$ cat src/rtl/tag_tree_dec.sv
// tag_tree_dec
//   Decodes one 3-level zero-bitplane tag tree (1 root, 2x2 mid, 4x4 leaves)
//   from a packet-header byte stream and emits the 16 leaf values in raster
//   order. The byte stream carries JPEG2000 bit-stuffing: after a 0xFF byte
//   the MSB of the next byte is a stuffed bit and is discarded.
// Ports
//   clk, rst_n                 clock, asynchronous active-low reset
//   s_axis_hdr_rx_*            header byte input (valid/ready/last/data)
//   m_axis_zero_tx_*           leaf value output (valid/ready/last/data)
//   err_o                      sticky errors: [0] value overflow,
//                              [1] tree needed a byte after a last byte
module tag_tree_dec #(
  parameter int ZERO_DATA_W = 5
) (
  input  logic                   clk,
  input  logic                   rst_n,
  input  logic                   s_axis_hdr_rx_valid_i,
  input  logic                   s_axis_hdr_rx_last_i,
  input  logic [7:0]             s_axis_hdr_rx_data_i,
  output logic                   s_axis_hdr_rx_ready_o,
  output logic                   m_axis_zero_tx_valid_o,
  output logic                   m_axis_zero_tx_last_o,
  output logic [ZERO_DATA_W-1:0] m_axis_zero_tx_data_o,
  input  logic                   m_axis_zero_tx_ready_i,
  output logic [1:0]             err_o
);

  localparam int NODES = 21;  // node 0 root, 1..4 mid, 5..20 leaves
  localparam logic [ZERO_DATA_W-1:0] VAL_MAX = '1;
  localparam logic [ZERO_DATA_W-1:0] VAL_ONE = ZERO_DATA_W'(1);

  typedef enum logic [2:0] {S_IDLE, S_WALK, S_FETCH, S_EMIT, S_ALIGN} state_t;

  state_t                 state_reg, state_next;
  logic [1:0]             lvl_reg, lvl_next;
  logic [ZERO_DATA_W-1:0] floor_reg, floor_next;
  logic [3:0]             idx_reg, idx_next;
  logic [7:0]             byte_reg, byte_next;
  logic [3:0]             cnt_reg, cnt_next;     // undecoded bits left in byte_reg
  logic                   stuff_reg, stuff_next; // last loaded byte was 0xFF
  logic                   last_reg, last_next;   // last loaded byte carried last_i
  logic [1:0]             err_reg, err_next;

  logic [ZERO_DATA_W-1:0] node_val_reg [NODES];
  logic [NODES-1:0]       node_known_reg;

  logic                   node_clear;
  logic                   node_we;
  logic [ZERO_DATA_W-1:0] node_wval;
  logic                   node_wknown;
  logic [4:0]             node_sel;
  logic [4:0]             leaf_sel;
  logic [ZERO_DATA_W-1:0] cur_val;
  logic [ZERO_DATA_W-1:0] eff_val;
  logic                   cur_known;
  logic [2:0]             bit_pos;
  logic                   cur_bit;

  // Node covering the current leaf at the current level. Mid index is
  // (y>>1)*2 + (x>>1) = {idx[3], idx[1]}; leaf index is the raster index.
  always_comb begin
    node_sel = 5'd0;
    case (lvl_reg)
      2'd0:    node_sel = 5'd0;
      2'd1:    node_sel = 5'd1 + {3'b000, idx_reg[3], idx_reg[1]};
      default: node_sel = 5'd5 + {1'b0, idx_reg};
    endcase
  end

  assign leaf_sel  = 5'd5 + {1'b0, idx_reg};
  assign cur_val   = node_val_reg[node_sel];
  assign cur_known = node_known_reg[node_sel];
  assign eff_val   = (cur_val > floor_reg) ? cur_val : floor_reg;
  // Bits are taken MSB first; a count of 8 wraps to position 7.
  assign bit_pos   = cnt_reg[2:0] - 3'd1;
  assign cur_bit   = byte_reg[bit_pos];

  always_comb begin
    state_next  = state_reg;
    lvl_next    = lvl_reg;
    floor_next  = floor_reg;
    idx_next    = idx_reg;
    byte_next   = byte_reg;
    cnt_next    = cnt_reg;
    stuff_next  = stuff_reg;
    last_next   = last_reg;
    err_next    = err_reg;
    node_clear  = 1'b0;
    node_we     = 1'b0;
    node_wval   = eff_val;
    node_wknown = 1'b0;

    case (state_reg)
      S_IDLE: begin
        node_clear = 1'b1;
        lvl_next   = 2'd0;
        floor_next = '0;
        idx_next   = 4'd0;
        state_next = S_WALK;
      end

      S_WALK: begin
        if (cur_known) begin
          floor_next = cur_val;
          if (lvl_reg == 2'd2) state_next = S_EMIT;
          else                 lvl_next   = lvl_reg + 2'd1;
        end else if (cnt_reg != 4'd0) begin
          cnt_next = cnt_reg - 4'd1;
          node_we  = 1'b1;
          if (cur_bit) begin
            node_wknown = 1'b1;
          end else if (eff_val == VAL_MAX) begin
            err_next[0] = 1'b1;  // saturate, keep decoding
          end else begin
            node_wval = eff_val + VAL_ONE;
          end
        end else begin
          state_next = S_FETCH;
        end
      end

      S_FETCH: begin
        if (s_axis_hdr_rx_valid_i) begin
          byte_next  = s_axis_hdr_rx_data_i;
          cnt_next   = stuff_reg ? 4'd7 : 4'd8;
          stuff_next = (s_axis_hdr_rx_data_i == 8'hFF);
          last_next  = s_axis_hdr_rx_last_i;
          if (last_reg) err_next[1] = 1'b1;  // segment already ended
          state_next = S_WALK;
        end
      end

      S_EMIT: begin
        if (m_axis_zero_tx_ready_i) begin
          idx_next   = idx_reg + 4'd1;
          lvl_next   = 2'd0;
          floor_next = '0;
          state_next = (idx_reg == 4'd15) ? S_ALIGN : S_WALK;
        end
      end

      S_ALIGN: begin
        // Each tree is byte aligned; the stuff flag survives so the next
        // tree's first byte is unstuffed if this tree ended on 0xFF.
        cnt_next   = 4'd0;
        last_next  = 1'b0;
        state_next = S_IDLE;
      end

      default: state_next = S_IDLE;
    endcase
  end

  always_ff @(posedge clk or negedge rst_n) begin
    if (!rst_n) begin
      state_reg <= S_IDLE;
      lvl_reg   <= 2'd0;
      floor_reg <= '0;
      idx_reg   <= 4'd0;
      byte_reg  <= 8'd0;
      cnt_reg   <= 4'd0;
      stuff_reg <= 1'b0;
      last_reg  <= 1'b0;
      err_reg   <= 2'b00;
    end else begin
      state_reg <= state_next;
      lvl_reg   <= lvl_next;
      floor_reg <= floor_next;
      idx_reg   <= idx_next;
      byte_reg  <= byte_next;
      cnt_reg   <= cnt_next;
      stuff_reg <= stuff_next;
      last_reg  <= last_next;
      err_reg   <= err_next;
    end
  end

  generate
    for (genvar gi = 0; gi < NODES; gi++) begin : g_node
      always_ff @(posedge clk or negedge rst_n) begin
        if (!rst_n) begin
          node_val_reg[gi]   <= '0;
          node_known_reg[gi] <= 1'b0;
        end else if (node_clear) begin
          node_val_reg[gi]   <= '0;
          node_known_reg[gi] <= 1'b0;
        end else if (node_we && (node_sel == 5'(gi))) begin
          node_val_reg[gi]   <= node_wval;
          node_known_reg[gi] <= node_wknown;
        end
      end
    end
  endgenerate

  // Outputs decode the state register only, so they drop to 0 with reset.
  assign s_axis_hdr_rx_ready_o  = (state_reg == S_FETCH);
  assign m_axis_zero_tx_valid_o = (state_reg == S_EMIT);
  assign m_axis_zero_tx_last_o  = (state_reg == S_EMIT) && (idx_reg == 4'd15);
  assign m_axis_zero_tx_data_o  = (state_reg == S_EMIT) ? node_val_reg[leaf_sel] : '0;
  assign err_o                  = err_reg;

endmodule

$ cat config.mk
export PLATFORM = sky130hd
export DESIGN_NAME = tag_tree_dec
export DESIGN_NICKNAME = d
export VERILOG_FILES = /design/src/rtl/tag_tree_dec.sv
export SDC_FILE = /design/constraint.sdc
export NUM_CORES = 1
export LEC_CHECK = 0
export ABC_AREA = 1
export CORE_UTILIZATION = 30
export DETAILED_ROUTE_END_ITERATION = 16
export PLACE_DENSITY = 0.49
export SYNTH_ARGS = -nofsm -noshare
export SYNTH_HDL_FRONTEND = slang
export SYNTH_SLANG_ARGS = --single-unit
$ cat constraint.sdc
create_clock -name clk -period 6.2 [get_ports clk]
set_clock_uncertainty 0.2 [all_clocks]
set_input_delay 0.62 -clock clk [delete_from_list [all_inputs] [get_ports clk]]
set_output_delay 0.62 -clock clk [all_outputs]
set_load 0.01 [all_outputs]
Word level (Yosys, flattened, before mapping)
Cells that the tools add are included.
{"block": "word_totals", "register_bits": 156, "input_bits": 13, "output_inout_bits": 10, "word_cells": 298}
{"block": "op_classes", "n_addsub": 7, "order_cmp": 5, "eq_ne": 37, "mux": 133, "n_bitwise": 4, "reduce_logical": 60}
{"operator": "$mux W5", "count": 55}
{"operator": "$mux W1", "count": 53}
{"operator": "$bmux W5 S5", "count": 2}
{"operator": "$reduce_bool A2 Y1", "count": 23}
{"operator": "$eq A5 B4 Y1 const B", "count": 8}
{"operator": "$eq A5 B5 Y1 const B", "count": 6}
{"operator": "$logic_and A1 B1 Y1", "count": 22}
{"operator": "$eq A5 B3 Y1 const B", "count": 4}
{"operator": "$mux W4", "count": 5}
{"operator": "$mux W3", "count": 6}
{"operator": "$pmux W5 S3", "count": 1}
{"operator": "$ge A6 B6 Y1 const B", "count": 2}
{"operator": "$not A5 Y6", "count": 2}
{"operator": "$pmux W3 S4", "count": 1}
{"operator": "$pmux W4 S3", "count": 1}
{"operator": "$reduce_and A4 Y1", "count": 3}
{"operator": "$eq A5 B2 Y1 const B", "count": 2}
{"operator": "$ne A2 B2 Y1 const B", "count": 5}
{"operator": "$pmux W5 S2", "count": 1}
{"operator": "$eq A8 B8 Y1 const B", "count": 1}
{"operator": "$pmux W4 S2", "count": 1}
{"operator": "$eq A3 B2 Y1 const B", "count": 2}
{"operator": "$lt A5 B6 Y1 const B", "count": 1}
{"operator": "$mux W2", "count": 3}
{"operator": "other kinds (30)", "count": 36}

Longest topological paths before layout
Gate-level depths: netlist (run 1).
{"block": "depth", "ltp_word": 16, "depth_mapped": 36, "mapped_depth_nobuf": 33}

Worst setup path after synthesis (run 1)
OpenSTA, ideal clock, no wires.
{"block": "synth_timing", "path_kind": "reg2reg", "start": "register lvl_reg[0]", "end": "register node_val_reg[56] (netlist name)", "setup_ns": 0.119, "arrival_time_ns": 4.063, "required_time_ns": 5.881, "path_slack_ns": 1.818, "stages_incl_launch_ff": 37, "n_path_buf": 3, "synth_period_minus_slack_ns": 4.382, "path_cell_list": "dfrtp_1 > inv_1 > ha_1 > nor2_4 > nand2_4 > nand2_4 > buf_6 > buf_2 > nand2_1 > nand2_1 > nand2_1 > nand2_1 > nand2_1 > nand2_1 > o21ai_1 > and2_1 > ha_1 > nand2_1 > inv_1 > nand3_1 > or2_2 > nand3_1 > inv_1 > a21oi_1 > inv_1 > nand2_1 > nand2_1 > inv_1 > ha_1 > nand3_1 > inv_2 > nand3_2 > nand2_1 > nand2_1 > buf_4 > nand4_1 > nand2_1"}
{"block": "synth_between", "elab_chain_cells": 16, "elab_cells_between_ends": 25, "cone_classes": "add/sub: 1; order compare: 1; eq/ne: 3; mux: 16; bitwise: 1; reduce/logical: 3"}
{"element": "start, declared", "line_no": "35", "rtl": "logic [1:0] lvl_reg, lvl_next;"}
{"element": "start signal, assigned", "line_no": "167", "rtl": "lvl_reg <= lvl_next;"}
{"element": "$eq A2 B1 Y1 / $logic_not A2 Y1 (equally long branches)", "line_no": "63", "rtl": "case (lvl_reg)"}
{"element": "$pmux W5 S2 *", "line_no": "63"}
{"element": "$not A5 Y6 (implied by the code)", "line_no": "71", "rtl": "assign cur_val = node_val_reg[node_sel];"}
{"element": "$bmux W5 S5", "line_no": "71"}
{"element": "$mux W5 (implied by the code) (2 in series)", "line_no": "71"}
{"element": "$gt A5 B5 Y1", "line_no": "73", "rtl": "assign eff_val = (cur_val > floor_reg) ? cur_val : floor_reg;"}
{"element": "$mux W5", "line_no": "73"}
{"element": "$add A5 B1 Y5 / $eq A5 B5 Y1 (equally long branches)", "line_no": "115, 112"}
{"element": "$mux W5", "line_no": "112", "rtl": "end else if (eff_val == VAL_MAX) begin"}
{"element": "$mux W5", "line_no": "110", "rtl": "if (cur_bit) begin"}
{"element": "$mux W5", "line_no": "107", "rtl": "end else if (cnt_reg != 4'd0) begin"}
{"element": "$mux W5", "line_no": "103", "rtl": "if (cur_known) begin"}
{"element": "$mux W5", "line_no": "93", "rtl": "case (state_reg)"}
{"element": "$mux W5", "line_no": "187", "rtl": "end else if (node_we && (node_sel == 5'(gi))) begin"}
{"element": "$mux W5", "line_no": "184", "rtl": "end else if (node_clear) begin"}
{"element": "end signal, assigned by index", "line_no": "188", "rtl": "node_val_reg[gi] <= node_wval;"}
{"element": "end, declared", "line_no": "44", "rtl": "logic [ZERO_DATA_W-1:0] node_val_reg [NODES];"}
Every way passes the cells marked *; elsewhere a longest branch is shown, timed or not. The select of a mux whose other input is x is not followed.
A chain may end at the register's enable or synchronous reset.

Final worst setup path (run 1)
{"block": "layout_timing", "start": "register lvl_reg[0]", "end": "register node_val_reg[32] (netlist name)"}
The elaborated chain is that of the path after synthesis.

==> metrics.yaml, run 1 <==
run_status:
  status: "completed"
clocking:
  clock-sinks: 156
  numCtsBuffers: 17
  cts_tree: "done"
  insertion_delay_ps: 450
  clockBufferDepth: 2
  htreeDepth: 4
  clockRootBuffer: "clkbuf_16"
  clkTransAtPathRegs_ps: 70
  postCtsSetupRepairBufs: 0
worst_hold_path:
  hold_class: "flip-flop to flip-flop"
  hold_depth: 2
global_routing:
  first_global_vias: 9017
  grt_pass1_wl_um: 53500
  antenna_found_initial: 0
  overflow: 0
  track_usage: 0.214
  grt_max_degree: 90
layout:
  largest_reg_flops: 105
  drive_above_1_share: 0.0824
  fill_cells: 3396
  layout_common_cells: "496 x nand2_1, 155 x dfrtp_1, 107 x inv_1"
  diodes: 0
  nNetsFinal: 1397
  layout_commonest_cell: "nand2_1"
  syn_to_final_growth_pct: 12.9
floorplanning:
  boundaryPins: 23
  die_h_um: 181
  start_util: 0.304
  core_region_area_sq_mm: 0.0315
  rows: 65
  die_area_sq_mm: 0.0326
  die_w_um: 181
logic_synthesis:
  synthesis.nets: 1394
  ys_ff_latch: 156
  synth_cell_type_count: 44
  syn-instance-count: 1369
  yosysSeqAreaShare: 0.408
  syn-cell-area_sq_mm: 0.00958
  avgSynthCellArea_sq_um: 7.00
  yosysWarningCount: 0
routing:
  drtPass1Iterations: 7
  drtIter0Drc: 880
  num_vias: 9221
  drt-total-wl_um: 33800
  wl_per_cell_um: 18.9
  ant_nets: 0
  vias_per_cell: 5.16
  route.detailed.drc: 0
sta:
  fin_setup_tns_ps: 0
  fmax_mhz: 175
  fin_crit_sh: 0.921
  rsz0062_at_grt: "false"
  slew_viol_final: 0
  setup_viol: 0
  min_period_ps: 5710
  hold_viol: 0
  timing.slew.headroom: 0.333
  worst_slew_pin_slew_ps: 1000
critical_path:
  slowest_stage: "nor2_1"
  path_class: "flip-flop to flip-flop"
  worst-path-stages: 30
  required_ps: 6340
  crit_top_cell: "nand2_1"
  path_max_fanout: 11
  cp_top_family: "simple AND/OR/NAND/NOR gates"
  reg2reg_depth: 30
  r2r_slack_ps: 490
  arrival_ps: 5850
  cp_slowest_stage_delay_ps: 730
  start_kind: "flip-flop"
  crit_buf_inv: 7
  worstSetupEndpointType: "flip-flop"
placed_design:
  place.gp.congestion: 0.912
  hpwl_um: 23700
  io_buffers: 22
job:
  maxCapViolations: 0
layout make-up:
| cell class | instances | area, sq um | area share |
|---|---|---|---|
| clock buffers | 21 | 460 | 0.0426 |
| multi-input cells | 1019 | 4880 | 0.451 |
| inverters | 130 | 488 | 0.0451 |
| repair buffers | 48 | 419 | 0.0388 |
| flip-flops and latches | 156 | 3910 | 0.361 |
| clock inverters | 10 | 165 | 0.0153 |
| well taps | 402 | 503 | 0.0465 |
worst paths after layout:
check,start,to
min,node_val_reg[45],node_val_reg[45]
max reg2reg,lvl_reg[0],node_val_reg[32]
min reg2reg,node_val_reg[45],node_val_reg[45]
min in group asynchronous,rst_n,node_val_reg[85]
max in group asynchronous,rst_n,node_val_reg[12]
max,lvl_reg[0],node_val_reg[32]
cells in the mapped netlist:
master,n,share of area
a211oi_1,11,0.0086
a21boi_1,1,0.00078
a21oi_1,62,0.032
a21oi_2,1,0.00091
a31oi_1,2,0.0013
and2_1,1,0.00065
buf_1,5,0.0020
buf_2,14,0.0073
buf_4,9,0.0071
buf_6,4,0.0047
clkbuf_1,32,0.013
clkinv_1,2,0.00078
dfrtp_1,156,0.41
ha_1,12,0.016
inv_1,107,0.042
inv_2,21,0.0082
mux2_2,7,0.0082
nand2_1,497,0.19
nand2_2,10,0.0065
nand2_4,2,0.0024
nand3_1,94,0.049
nand3_2,2,0.0021
nand3b_1,22,0.017
nand4_1,47,0.031
nor2_1,63,0.025
nor2_2,3,0.0020
nor2_4,6,0.0071
nor3_1,11,0.0057
o211ai_1,5,0.0039
o21a_1,1,0.00078
o21ai_0,81,0.042
o21ai_1,49,0.026
o21ai_2,1,0.00091
o21bai_1,3,0.0024
o21bai_2,1,0.0012
o221ai_1,1,0.00091
o22ai_1,4,0.0026
o311ai_0,10,0.0091
o31ai_1,1,0.00078
o32ai_1,2,0.0018
o41ai_1,1,0.00091
or2_2,3,0.0020
xnor2_1,1,0.00091
xor2_1,1,0.00091
per-layer routing:
| metal | part of all wire | GRT usage | routed length [um] | vias to the layer above |
|---|---|---|---|---|
| li1 | - | - | - | 4490 |
| met1 | 0.46 | 0.292 | 15700 | 4390 |
| met2 | 0.45 | 0.334 | 15300 | 269 |
| met3 | 0.047 | 0.0317 | 1590 | 72 |
| met4 | 0.035 | 0.0947 | 1200 | 0 |
| met5 | 0 | 0 | 0 | - |
worst reg2reg max path: cells and delay by family (launching register included):
| kind | cells | cell delay (ps) |
|---|---|---|
| AND/OR/NAND/NOR | 17 | 2930 |
| buffers and inverters | 7 | 910 |
| adder cells (fa/ha/maj) | 3 | 660 |
| AO/OA/AOI/OAI | 3 | 560 |
| flip-flops | 1 | 360 |
repair_timing:
item | in CTS | in global routing
hold buffers | 1 | 0
endpoints found under the hold margin | 29 | 0
resized for setup | 0 | 1
setup endpoints to repair | 0 | 1
logic make-up after synthesis:
kind of cell / after synthesis / synth area share
and+or+nand+nor: 761 / 0.345
AOI/OAI and AO/OA: 237 / 0.137
muxes: 7 / 0.00823
DFF: 156 / 0.408
xor gates and xnor gates: 2 / 0.00183
adders and majority gates: 12 / 0.0157
buffers and inverters: 194 / 0.0845
through the flow:
step                      area (sq um)  hold slack [ps]  setup slack, ps   util  cells
final                            10800              278              492  0.344   1786
after global routing             10800              299             22.1  0.344   1786
after CTS                        10800              283              559  0.343   1786
after detailed placement         10200              265              600  0.323   1754
after global placement           10200              264              663  0.323   1754
after floorplan                   9580              124             1820      -   1369
Power of run 1 is left out: the tool's default activity adds up to more than one toggle a clock period on the data nets, which glitch-free logic cannot reach.
==> run 2, diff against run 1 <==
- CORE_UTILIZATION: 30 -> 55
- PLACE_DENSITY: 0.49 -> 0.76
==> metrics.yaml, run 2 (synthesized netlist as in run 1, its figures left out) <==
sta:
  fin_setup_tns_ps: 0
  hold_viol: 0
  setup_viol: 0
  fin_crit_sh: 0.913
  rsz0062_at_grt: "false"
  slew_viol_final: 0
  worst_slew_pin_slew_ps: 1170
  min_period_ps: 5660
  worst_slack_ps: 542
  timing.slew.headroom: 0.220
  fmax_mhz: 177
critical_path:
  arrival_ps: 5840
  r2r_end: "node_val_reg[81]"
  reg2reg_depth: 33
  r2r_slack_ps: 540
  required_ps: 6380
  crit_top_cell: "nand2_1"
  path_max_fanout: 23
  slowest_stage: "nor2_4"
  cp_slowest_stage_delay_ps: 370
  r2r-start: "lvl_reg[0]"
  path_class: "flip-flop to flip-flop"
  start_kind: "flip-flop"
  worstSetupEndpointType: "flip-flop"
global_routing:
  grt_max_degree: 97
  first_global_vias: 8960
  track_usage: 0.355
  grt_pass1_wl_um: 49100
  antenna_found_initial: 0
  overflow: 0
clocking:
  htreeDepth: 4
  clkTransAtPathRegs_ps: 70
  clock-sinks: 156
  cts_tree: "done"
  postCtsSetupRepairBufs: 0
  clockBufferDepth: 2
  insertion_delay_ps: 450
  clockRootBuffer: "clkbuf_16"
  numCtsBuffers: 17
floorplanning:
  die_area_sq_mm: 0.0179
  start_util: 0.569
  die_w_um: 134
  die_h_um: 134
  rows: 47
  boundaryPins: 23
  core_region_area_sq_mm: 0.0168
placed_design:
  hpwl_um: 20600
  place.gp.congestion: 1.01
  place_ws_ps: 423
  io_buffers: 22
layout:
  layout_commonest_cell: "nand2_1"
  diodes: 0
  layout_common_cells: "496 x nand2_1, 155 x dfrtp_1, 107 x inv_1"
  syn_to_final_growth_pct: 9.74
  largest_reg_flops: 105
  nNetsFinal: 1389
  drive_above_1_share: 0.0813
run_status:
  status: "completed"
worst_hold_path:
  hold_class: "input pin to asynchronous set/reset pin"
routing:
  drtIter0Drc: 1303
  wl_per_cell_um: 19.0
  drt-total-wl_um: 30400
  num_vias: 9624
  ant_nets: 0
  route.detailed.drc: 0
  drtPass1Iterations: 7
  vias_per_cell: 6.03
job:
  maxCapViolations: 0
-- run 2: critical path: cells and delay by family, from the launching register on --
family / cells / cell delay [ps]
AND/OR/NAND/NOR: 21 / 2990
buffers and inverters: 8 / 1110
adder cells (fa/ha/maj): 3 / 730
flip-flops: 1 / 350
AO/OA/AOI/OAI: 1 / 230
-- run 2: cell type report --
cell class,instances,area [sq um]
fillers,1554,6310
repair buffers,40,357
clock inverters,15,179
flip-flops and latches,156,3910
inverters,130,488
multi-input cells,1019,4880
well taps,220,275
clock buffers,17,425
-- run 2: routing by layer --
metal,up-vias,share of wire,track usage
met2,574,0.43,0.532
met1,4453,0.42,0.494
li1,4480,-,-
met5,-,0,0
met4,0,0.046,0.170
met3,117,0.10,0.0718
-- run 2: metrics by stage --
stage | utilization | hold slack [ps] | cell area (sq um) | cells
after floorplan | - | 124 | 9580 | 1369
after global placement | 0.588 | 263 | 9890 | 1565
after detailed placement | 0.588 | 270 | 9890 | 1565
after CTS | 0.624 | 97.5 | 10500 | 1597
after global routing | 0.625 | 119 | 10500 | 1597
final | 0.625 | 31.7 | 10500 | 1597
-- run 2: timing repair --
action	4_1_cts	5_1_grt
endpoints found under the setup margin	0	45
gates resized for setup	0	4
hold buffers	0	0
-- run 2: how the worst max path moves through the flow --
stage | endpoint | cells past startpoint | from | slack [ps]
finish | node_val_reg[81] | 33 | lvl_reg[0] | 540
global route | node_val_reg[96] | 33 | lvl_reg[0] | 100
detailed placement | node_val_reg[76] | 29 | lvl_reg[1] | 420
global placement | node_val_reg[16] | 30 | lvl_reg[1] | 590
floorplan | node_val_reg[56] | 36 | lvl_reg[0] | 1820
CTS | node_val_reg[76] | 29 | lvl_reg[1] | 390
Power of run 2 is left out for the same reason.
==> run 3, diff against run 2 <==
- CTS_CLUSTER_SIZE: default -> 24
- GPL_TIMING_DRIVEN: default -> 0
- MAX_ROUTING_LAYER: default -> met4
==> metrics.yaml, run 3 (synthesized netlist as in run 1, its figures left out) <==
sta:
  hold_viol: 0
  rsz0062_at_grt: "false"
  timing.slew.headroom: 0.333
  setup_viol: 0
  fin_crit_sh: 0.952
  worst_slew_pin_slew_ps: 1000
  fmax_mhz: 169
  min_period_ps: 5900
  fin_hold_ws_ps: 275
  slew_viol_final: 0
clocking:
  clockBufferDepth: 2
  postCtsSetupRepairBufs: 0
  clock-sinks: 156
  numCtsBuffers: 17
  clkTransAtPathRegs_ps: 70
  cts_tree: "done"
  htreeDepth: 4
  insertion_delay_ps: 450
  clockRootBuffer: "clkbuf_16"
critical_path:
  r2r_end: "node_val_reg[89]"
  reg2reg_depth: 30
  cp_slowest_stage_delay_ps: 650
  worstSetupEndpointType: "flip-flop"
  start_kind: "flip-flop"
  r2r-start: "lvl_reg[1]"
  required_ps: 6320
  r2r_slack_ps: 300
  crit_top_cell: "nand2_1"
  slowest_stage: "clkbuf_1"
  path_class: "flip-flop to flip-flop"
  path_max_fanout: 10
  arrival_ps: 6020
worst_hold_path:
  hold_class: "flip-flop to flip-flop"
  hold_path_end: "err_o[1]"
  hold_depth: 1
  min-delay-start: "err_o[1]"
routing:
  drtIter0Drc: 1262
  route.detailed.drc: 0
  vias_per_cell: 6.21
  num_vias: 10200
  wl_per_cell_um: 22.3
  drtPass1Iterations: 8
  drt-total-wl_um: 36700
  ant_nets: 0
placed_design:
  place_inst: 1612
  hpwl_um: 26100
  place.gp.congestion: 1.07
  io_buffers: 22
  postPlaceCellArea_sq_mm: 0.0101
layout:
  diodes: 0
  largest_reg_flops: 105
  final_core_util: 0.641
  syn_to_final_growth_pct: 12.5
  nNetsFinal: 1437
  drive_above_1_share: 0.0829
  stdcell_count: 1644
  layout_common_cells: "497 x nand2_1, 156 x dfrtp_1, 107 x inv_1"
  layout_commonest_cell: "nand2_1"
  postLayoutCellArea_sq_mm: 0.0108
floorplanning:
  die_w_um: 134
  core_region_area_sq_mm: 0.0168
  die_area_sq_mm: 0.0179
  start_util: 0.569
  die_h_um: 134
  boundaryPins: 23
  rows: 47
run_status:
  status: "completed"
global_routing:
  first_global_vias: 9676
  overflow: 0
  track_usage: 0.437
  grt_pass1_wl_um: 55800
  grt_max_degree: 82
  antenna_found_initial: 0
job:
  maxCapViolations: 0
[run 3: how the worst max path moves through the flow]
stage                     startpoint               end  slack (ps)  depth (start not counted)
after floorplan           lvl_reg[0]  node_val_reg[56]        1820                         36
after global placement         rst_n  node_val_reg[84]       -2120                          1
after detailed placement  idx_reg[1]  node_val_reg[89]         500                         30
after CTS                 idx_reg[1]  node_val_reg[89]         460                         30
after global routing      lvl_reg[1]  node_val_reg[89]          20                         31
final                     lvl_reg[1]  node_val_reg[89]         300                         30
[run 3: what timing repair did]
item | CTS | global route
endpoints found under the hold margin | 26 | 0
endpoints found under the setup margin | 0 | 20
hold buffers | 1 | 0
resized for setup | 0 | 2
[run 3: per-layer routing]
metal	GRT usage	up-vias	wire length [um]
met5	-	-	0
met4	0.239	0	2040
met3	0.110	175	4210
met2	0.636	680	15600
met1	0.557	4758	14800
li1	-	4590	-
[run 3: critical path, delay by kind of cell, from the launching register on]
family	cells	cell delay [ps]
AOI/OAI and AO/OA	2	480
adders and majority gates	3	770
buffers and inverters	6	1470
DFF	1	350
and+or+nand+nor	19	2480
[run 3: per-stage QoR]
| stage | setup slack, ps | setup TNS, ps |
|---|---|---|
| after floorplan | 1820 | 0 |
| after global placement | -2120 | -328370 |
| after detailed placement | 503 | 0 |
| after CTS | 464 | 0 |
| after global routing | 23.2 | 0 |
| final | 298 | 0 |
[run 3: layout make-up]
cell class	count	area, sq um
Tap cell	220	275
Fill cell	1533	6040
Sequential cell	156	3900
Multi-Input combinational cell	1019	4860
Buffer	64	323
Clock inverter	14	231
Timing Repair Buffer	24	263
Clock buffer	17	425
Inverter	130	488
Power of run 3 is left out for the same reason.
